### src/rtl/prog_loader_pkg.sv
// Shared types and header field layout for the cpu4 program loader.
package prog_loader_pkg;

  // Header command field encoding
  typedef enum logic [1:0] {
    CMD_IMEM = 2'b00,
    CMD_DMEM = 2'b01,
    CMD_RSVD = 2'b10,
    CMD_GO   = 2'b11
  } cmd_e;

  // Loader / run-controller states
  typedef enum logic [2:0] {
    ST_HDR     = 3'd0,
    ST_DATA    = 3'd1,
    ST_RELEASE = 3'd2,
    ST_RUN     = 3'd3,
    ST_DONE    = 3'd4,
    ST_ERR     = 3'd5
  } state_e;

  // Header word bit positions
  localparam int HDR_CMD_HI  = 31;
  localparam int HDR_CMD_LO  = 30;
  localparam int HDR_BASE_HI = 29;
  localparam int HDR_BASE_LO = 16;
  localparam int HDR_CNT_HI  = 15;
  localparam int HDR_CNT_LO  = 0;
  localparam int HDR_BASE_W  = HDR_BASE_HI - HDR_BASE_LO + 1;
  localparam int HDR_CNT_W   = HDR_CNT_HI - HDR_CNT_LO + 1;

endpackage

### src/rtl/prog_loader.sv
// Program loader and run controller for cpu4: decodes a header/payload word
// stream into memory writes with the CPU held in reset, then releases the CPU
// on GO and counts run cycles until halt or exception.
module prog_loader
  import prog_loader_pkg::*;
#(
  parameter int ADDR_W      = 8,
  parameter int RELEASE_DLY = 4
) (
  input  logic              clk,
  input  logic              rst,
  input  logic              in_valid,
  output logic              in_ready,
  input  logic [31:0]       in_data,
  output logic              imem_we,
  output logic              dmem_we,
  output logic [ADDR_W-1:0] mem_addr,
  output logic [31:0]       mem_wdata,
  output logic              cpu_rst_,
  input  logic              cpu_halt,
  input  logic              cpu_exception,
  output logic [31:0]       cycle_count,
  output logic              done,
  output logic              error
);

  // Release delay counter only needs to reach RELEASE_DLY-1
  localparam int DLY_W = (RELEASE_DLY > 1) ? $clog2(RELEASE_DLY) : 1;
  localparam logic [DLY_W-1:0] DLY_LAST = DLY_W'(RELEASE_DLY - 1);

  state_e                state_reg, state_next;
  logic                  is_dmem_reg, is_dmem_next;
  logic [ADDR_W-1:0]     addr_reg, addr_next;
  logic [HDR_CNT_W-1:0]  remaining_reg, remaining_next;
  logic [DLY_W-1:0]      dly_reg, dly_next;
  logic                  in_ready_reg, in_ready_next;
  logic                  imem_we_reg, imem_we_next;
  logic                  dmem_we_reg, dmem_we_next;
  logic [ADDR_W-1:0]     mem_addr_reg, mem_addr_next;
  logic [31:0]           mem_wdata_reg, mem_wdata_next;
  logic                  cpu_rst_reg, cpu_rst_next;
  logic [31:0]           cycle_count_reg, cycle_count_next;
  logic                  done_reg, done_next;
  logic                  error_reg, error_next;

  logic                  accept;
  cmd_e                  hdr_cmd;
  logic [HDR_BASE_W-1:0] hdr_base;
  logic [HDR_CNT_W-1:0]  hdr_cnt;
  logic                  base_oor;

  assign accept   = in_valid & in_ready_reg;
  assign hdr_cmd  = cmd_e'(in_data[HDR_CMD_HI:HDR_CMD_LO]);
  assign hdr_base = in_data[HDR_BASE_HI:HDR_BASE_LO];
  assign hdr_cnt  = in_data[HDR_CNT_HI:HDR_CNT_LO];
  // Any base bit above the memory address width makes the header illegal
  assign base_oor = (hdr_base >> ADDR_W) != '0;

  // Next-state and registered-output decode
  always_comb begin
    state_next       = state_reg;
    is_dmem_next     = is_dmem_reg;
    addr_next        = addr_reg;
    remaining_next   = remaining_reg;
    dly_next         = dly_reg;
    imem_we_next     = 1'b0;
    dmem_we_next     = 1'b0;
    mem_addr_next    = mem_addr_reg;
    mem_wdata_next   = mem_wdata_reg;
    cpu_rst_next     = cpu_rst_reg;
    cycle_count_next = cycle_count_reg;
    done_next        = done_reg;
    error_next       = error_reg;

    case (state_reg)
      ST_HDR: begin
        if (accept) begin
          case (hdr_cmd)
            CMD_IMEM, CMD_DMEM: begin
              if (base_oor) begin
                state_next = ST_ERR;
                error_next = 1'b1;
              end else if (hdr_cnt != '0) begin
                state_next     = ST_DATA;
                is_dmem_next   = (hdr_cmd == CMD_DMEM);
                addr_next      = hdr_base[ADDR_W-1:0];
                remaining_next = hdr_cnt;
              end
            end
            CMD_GO: begin
              state_next = ST_RELEASE;
              dly_next   = '0;
            end
            default: begin
              state_next = ST_ERR;
              error_next = 1'b1;
            end
          endcase
        end
      end
      ST_DATA: begin
        if (accept) begin
          imem_we_next   = ~is_dmem_reg;
          dmem_we_next   = is_dmem_reg;
          mem_addr_next  = addr_reg;
          mem_wdata_next = in_data;
          addr_next      = addr_reg + ADDR_W'(1);
          remaining_next = remaining_reg - HDR_CNT_W'(1);
          if (remaining_reg == HDR_CNT_W'(1)) begin
            state_next = ST_HDR;
          end
        end
      end
      ST_RELEASE: begin
        if (dly_reg == DLY_LAST) begin
          cpu_rst_next = 1'b1;
          state_next   = ST_RUN;
        end else begin
          dly_next = dly_reg + DLY_W'(1);
        end
      end
      ST_RUN: begin
        if (cycle_count_reg != 32'hFFFF_FFFF) begin
          cycle_count_next = cycle_count_reg + 32'd1;
        end
        if (cpu_halt) begin
          state_next = ST_DONE;
          done_next  = 1'b1;
        end else if (cpu_exception) begin
          state_next = ST_ERR;
          error_next = 1'b1;
        end
      end
      ST_DONE, ST_ERR: begin
        state_next = state_reg;
      end
      default: begin
        state_next = ST_ERR;
        error_next = 1'b1;
      end
    endcase

    in_ready_next = (state_next == ST_HDR) || (state_next == ST_DATA);
  end

  // State and output registers with synchronous reset
  always_ff @(posedge clk) begin
    if (rst) begin
      state_reg       <= ST_HDR;
      is_dmem_reg     <= 1'b0;
      addr_reg        <= '0;
      remaining_reg   <= '0;
      dly_reg         <= '0;
      in_ready_reg    <= 1'b1;
      imem_we_reg     <= 1'b0;
      dmem_we_reg     <= 1'b0;
      mem_addr_reg    <= '0;
      mem_wdata_reg   <= '0;
      cpu_rst_reg     <= 1'b0;
      cycle_count_reg <= '0;
      done_reg        <= 1'b0;
      error_reg       <= 1'b0;
    end else begin
      state_reg       <= state_next;
      is_dmem_reg     <= is_dmem_next;
      addr_reg        <= addr_next;
      remaining_reg   <= remaining_next;
      dly_reg         <= dly_next;
      in_ready_reg    <= in_ready_next;
      imem_we_reg     <= imem_we_next;
      dmem_we_reg     <= dmem_we_next;
      mem_addr_reg    <= mem_addr_next;
      mem_wdata_reg   <= mem_wdata_next;
      cpu_rst_reg     <= cpu_rst_next;
      cycle_count_reg <= cycle_count_next;
      done_reg        <= done_next;
      error_reg       <= error_next;
    end
  end

  assign in_ready    = in_ready_reg;
  assign imem_we     = imem_we_reg;
  assign dmem_we     = dmem_we_reg;
  assign mem_addr    = mem_addr_reg;
  assign mem_wdata   = mem_wdata_reg;
  assign cpu_rst_    = cpu_rst_reg;
  assign cycle_count = cycle_count_reg;
  assign done        = done_reg;
  assign error       = error_reg;

endmodule

### config.mk
export PLATFORM = sky130hd
export DESIGN_NAME = prog_loader
export DESIGN_NICKNAME = d
export VERILOG_FILES = /design/src/rtl/prog_loader_pkg.sv /design/src/rtl/prog_loader.sv
export SDC_FILE = /design/constraint.sdc
export NUM_CORES = 1
export LEC_CHECK = 0
export ABC_CLOCK_PERIOD_IN_PS = 3250
export CORE_ASPECT_RATIO = 1.75
export CORE_MARGIN = 1.5
export CORE_UTILIZATION = 35
export CTS_BUF_LIST = sky130_fd_sc_hd__clkbuf_16
export CTS_CLUSTER_SIZE = 40
export DETAILED_ROUTE_END_ITERATION = 8
export PLACE_DENSITY = 0.7
export SLEW_MARGIN = 10
export SYNTH_ARGS = -nofsm -noshare
export SYNTH_HDL_FRONTEND = slang
export SYNTH_SLANG_ARGS = --single-unit
export TNS_END_PERCENT = 30
### constraint.sdc
create_clock -name clk -period 3.25 [get_ports clk]
set_input_delay 0.975 -clock clk [delete_from_list [all_inputs] [get_ports clk]]
set_output_delay 0.975 -clock clk [all_outputs]
set_load 0.01 [all_outputs]
==> qor.yml <==
outcome: "complete, no violations"
routed_wl_um: 14400
synth-edff-count: 0
cts-root-buf: "clkbuf_16"
ys.flop_type: "dfxtp_1"
skew_ns: 0.008575
worstPathArrival_ns: 2.96
final_layout_size_suffix_gt1_frac: 0.07500
grt_pass1_vias: 4757
ir_worst_vdd_uv: 220.4
mappedNetlistArea_um2: 5195
instances_no_fill: 940
clock_sinks: 108
viasPerCell: 5.385
ios: 115
p_leak_uw: 0.002190
fp.dieH_um: 164.2
postRouteAntennaNets: 0
numCtsBuffers: 9
start_kind: "primary input"
wl_per_cell_um: 15.32
rsz0062_at_grt: "false"
die-area_um2: 15610
dp_hpwl_um: 10430
design.core.area_um2: 14440
ctsHoldBuffers: 0
syn_avg_cell_area_um2: 7.859
tritoncts: "yes"
cap_violations: 0
fin_setup_tns_ns: 0
cp-end-kind: "register"
clock_latency_ns: 0.35
rows: 58
hold_path_class: "reg -> reg"
async_flop_share: 0
clockBufferDepth: 2
grt-ovfl-total: 0
post-cts-setup-buffers: 0
clock.fmax_ghz: 0.3724
path_class: "in -> reg"
slew_headroom: 0.3497
required_ns: 3.53
dp.cells: 924
multi_input_area_um2: 2805
hold_slack_ns: 0.4526
seq_area_frac_synth: 0.4162
grt_antenna_before_repair: 0
final_common_cell: "nand2_1"
p_per_area_nw_per_um2: 449.1
drt-initial-drc-count: 268
area_growth_pct: 30.92
layout_common_cells: "nand2_1, clkdlybuf4s50_1, dfxtp_1"
synth_cells: 661
min_period_ns: 2.685
slew_viol_final: 0
yosys_warnings: 0
cts_resized: 0
placed_area_um2: 6507
grt_pass1_wl_um: 23350
grt_use_total: 0.1889
hold_viol_final: 0
nFillCells: 1429
seqCellArea_um2: 2162
htreeDepth: 3
worst_slew_pin_slew_ns: 0.9666
num_vias: 5062
yosysUniqueCellTypes: 63
port_buffers: 114
initial_utilization: 0.3597
ys_seq_elements: 108
grt_max_degree: 50
finalNetCount: 797
drc: 0
die_x_um: 95.10
diodes: 0
timing.final.crit_share: 0.8262
gp_congestion: 0.8439
setup_viol: 0
cp_max_fo: 28
syn-num-nets: 703
firstDrtPassIters: 5
final_util: 0.4710
clk_pin_slew_ns: 0.07
fin_area_um2: 6802
## power breakdown
| part | leakage [µW] | internal (µW) | switching (µW) |
|---|---|---|---|
| logic | 0.00118 | 220 | 308 |
| clock network | 0.000135 | 594 | 507 |
| registers | 0.000872 | 1370 | 53.6 |
## routing by layer
| layer | GRT usage | up-vias | share of wire |
|---|---|---|---|
| li1 | - | 2554 | - |
| met1 | 0.2114 | 2374 | 0.41 |
| met2 | 0.3353 | 109 | 0.53 |
| met3 | 0.02731 | 25 | 0.033 |
| met4 | 0.1011 | 0 | 0.028 |
| met5 | 0 | - | 0 |
## synth_stat cells (6+ instances only)
cell type,count,area (µm²)
nand2_1,130,488.0
dfxtp_1,108,2162
a21oi_1,95,475.5
o21ai_0,38,190.2
clkbuf_1,35,131.4
nor2_1,34,127.6
or3_1,22,137.6
nand3_1,18,90.09
nand4_1,16,100.1
nor4_1,13,81.33
nor3_1,12,60.06
o31ai_1,12,90.09
inv_1,9,33.78
xnor2_1,9,78.83
nand2b_1,8,50.05
a31oi_1,7,43.79
or4_1,7,52.55
o32ai_1,6,52.55
## final timing paths
kind | startpoint | to | slack (ns) | cells after the start
worst min-delay path | mem_wdata[29]$_SDFFE_PP0P_ | mem_wdata[29]$_SDFFE_PP0P_ | 0.45 | 2
worst max register to register | remaining_reg[0]$_SDFFE_PP0P_ | remaining_reg[12]$_SDFFE_PP0P_ | 0.84 | 7
worst min register to register | mem_wdata[29]$_SDFFE_PP0P_ | mem_wdata[29]$_SDFFE_PP0P_ | 0.45 | 2
worst max-delay path | in_valid | addr_reg[0]$_SDFFE_PP0P_ | 0.56 | 7
## final cells by class
type,count,area share
clock inverters,7,0.01012
repair buffers,128,0.1884
inverters,9,0.004967
clock buffers,9,0.03311
flip-flops and latches,108,0.3179
well taps,180,0.03311
multi-input cells,499,0.4124
## worst max-delay path: stages
cell	delay (ns)
clkdlybuf4s50_1	0.50
nand2_1	0.15
a2111oi_4	0.41
a41oi_2	0.22
buf_12	0.21
or3_1	0.34
a31oi_1	0.15
## through the flow
| step | setup slack [ns] | total power (µW) |
|---|---|---|
| after floorplan | 0.9343 | 1776 |
| after global placement | 0.2283 | 1985 |
| after detailed placement | 0.1707 | 1987 |
| after CTS | 0.5462 | 3095 |
| after global routing | 0.4360 | 3199 |
| final | 0.5648 | 3055 |
## cells by family after synthesis
kind of cell,after synthesis,synth area share
compound gates,181,0.2074
xor+xnor,10,0.01686
fa+ha+maj,5,0.01204
buf+inv,54,0.04696
flops,108,0.4162
mux,3,0.006262
simple gates,300,0.2943
No activity file was read; power rests on OpenSTA's default activity.
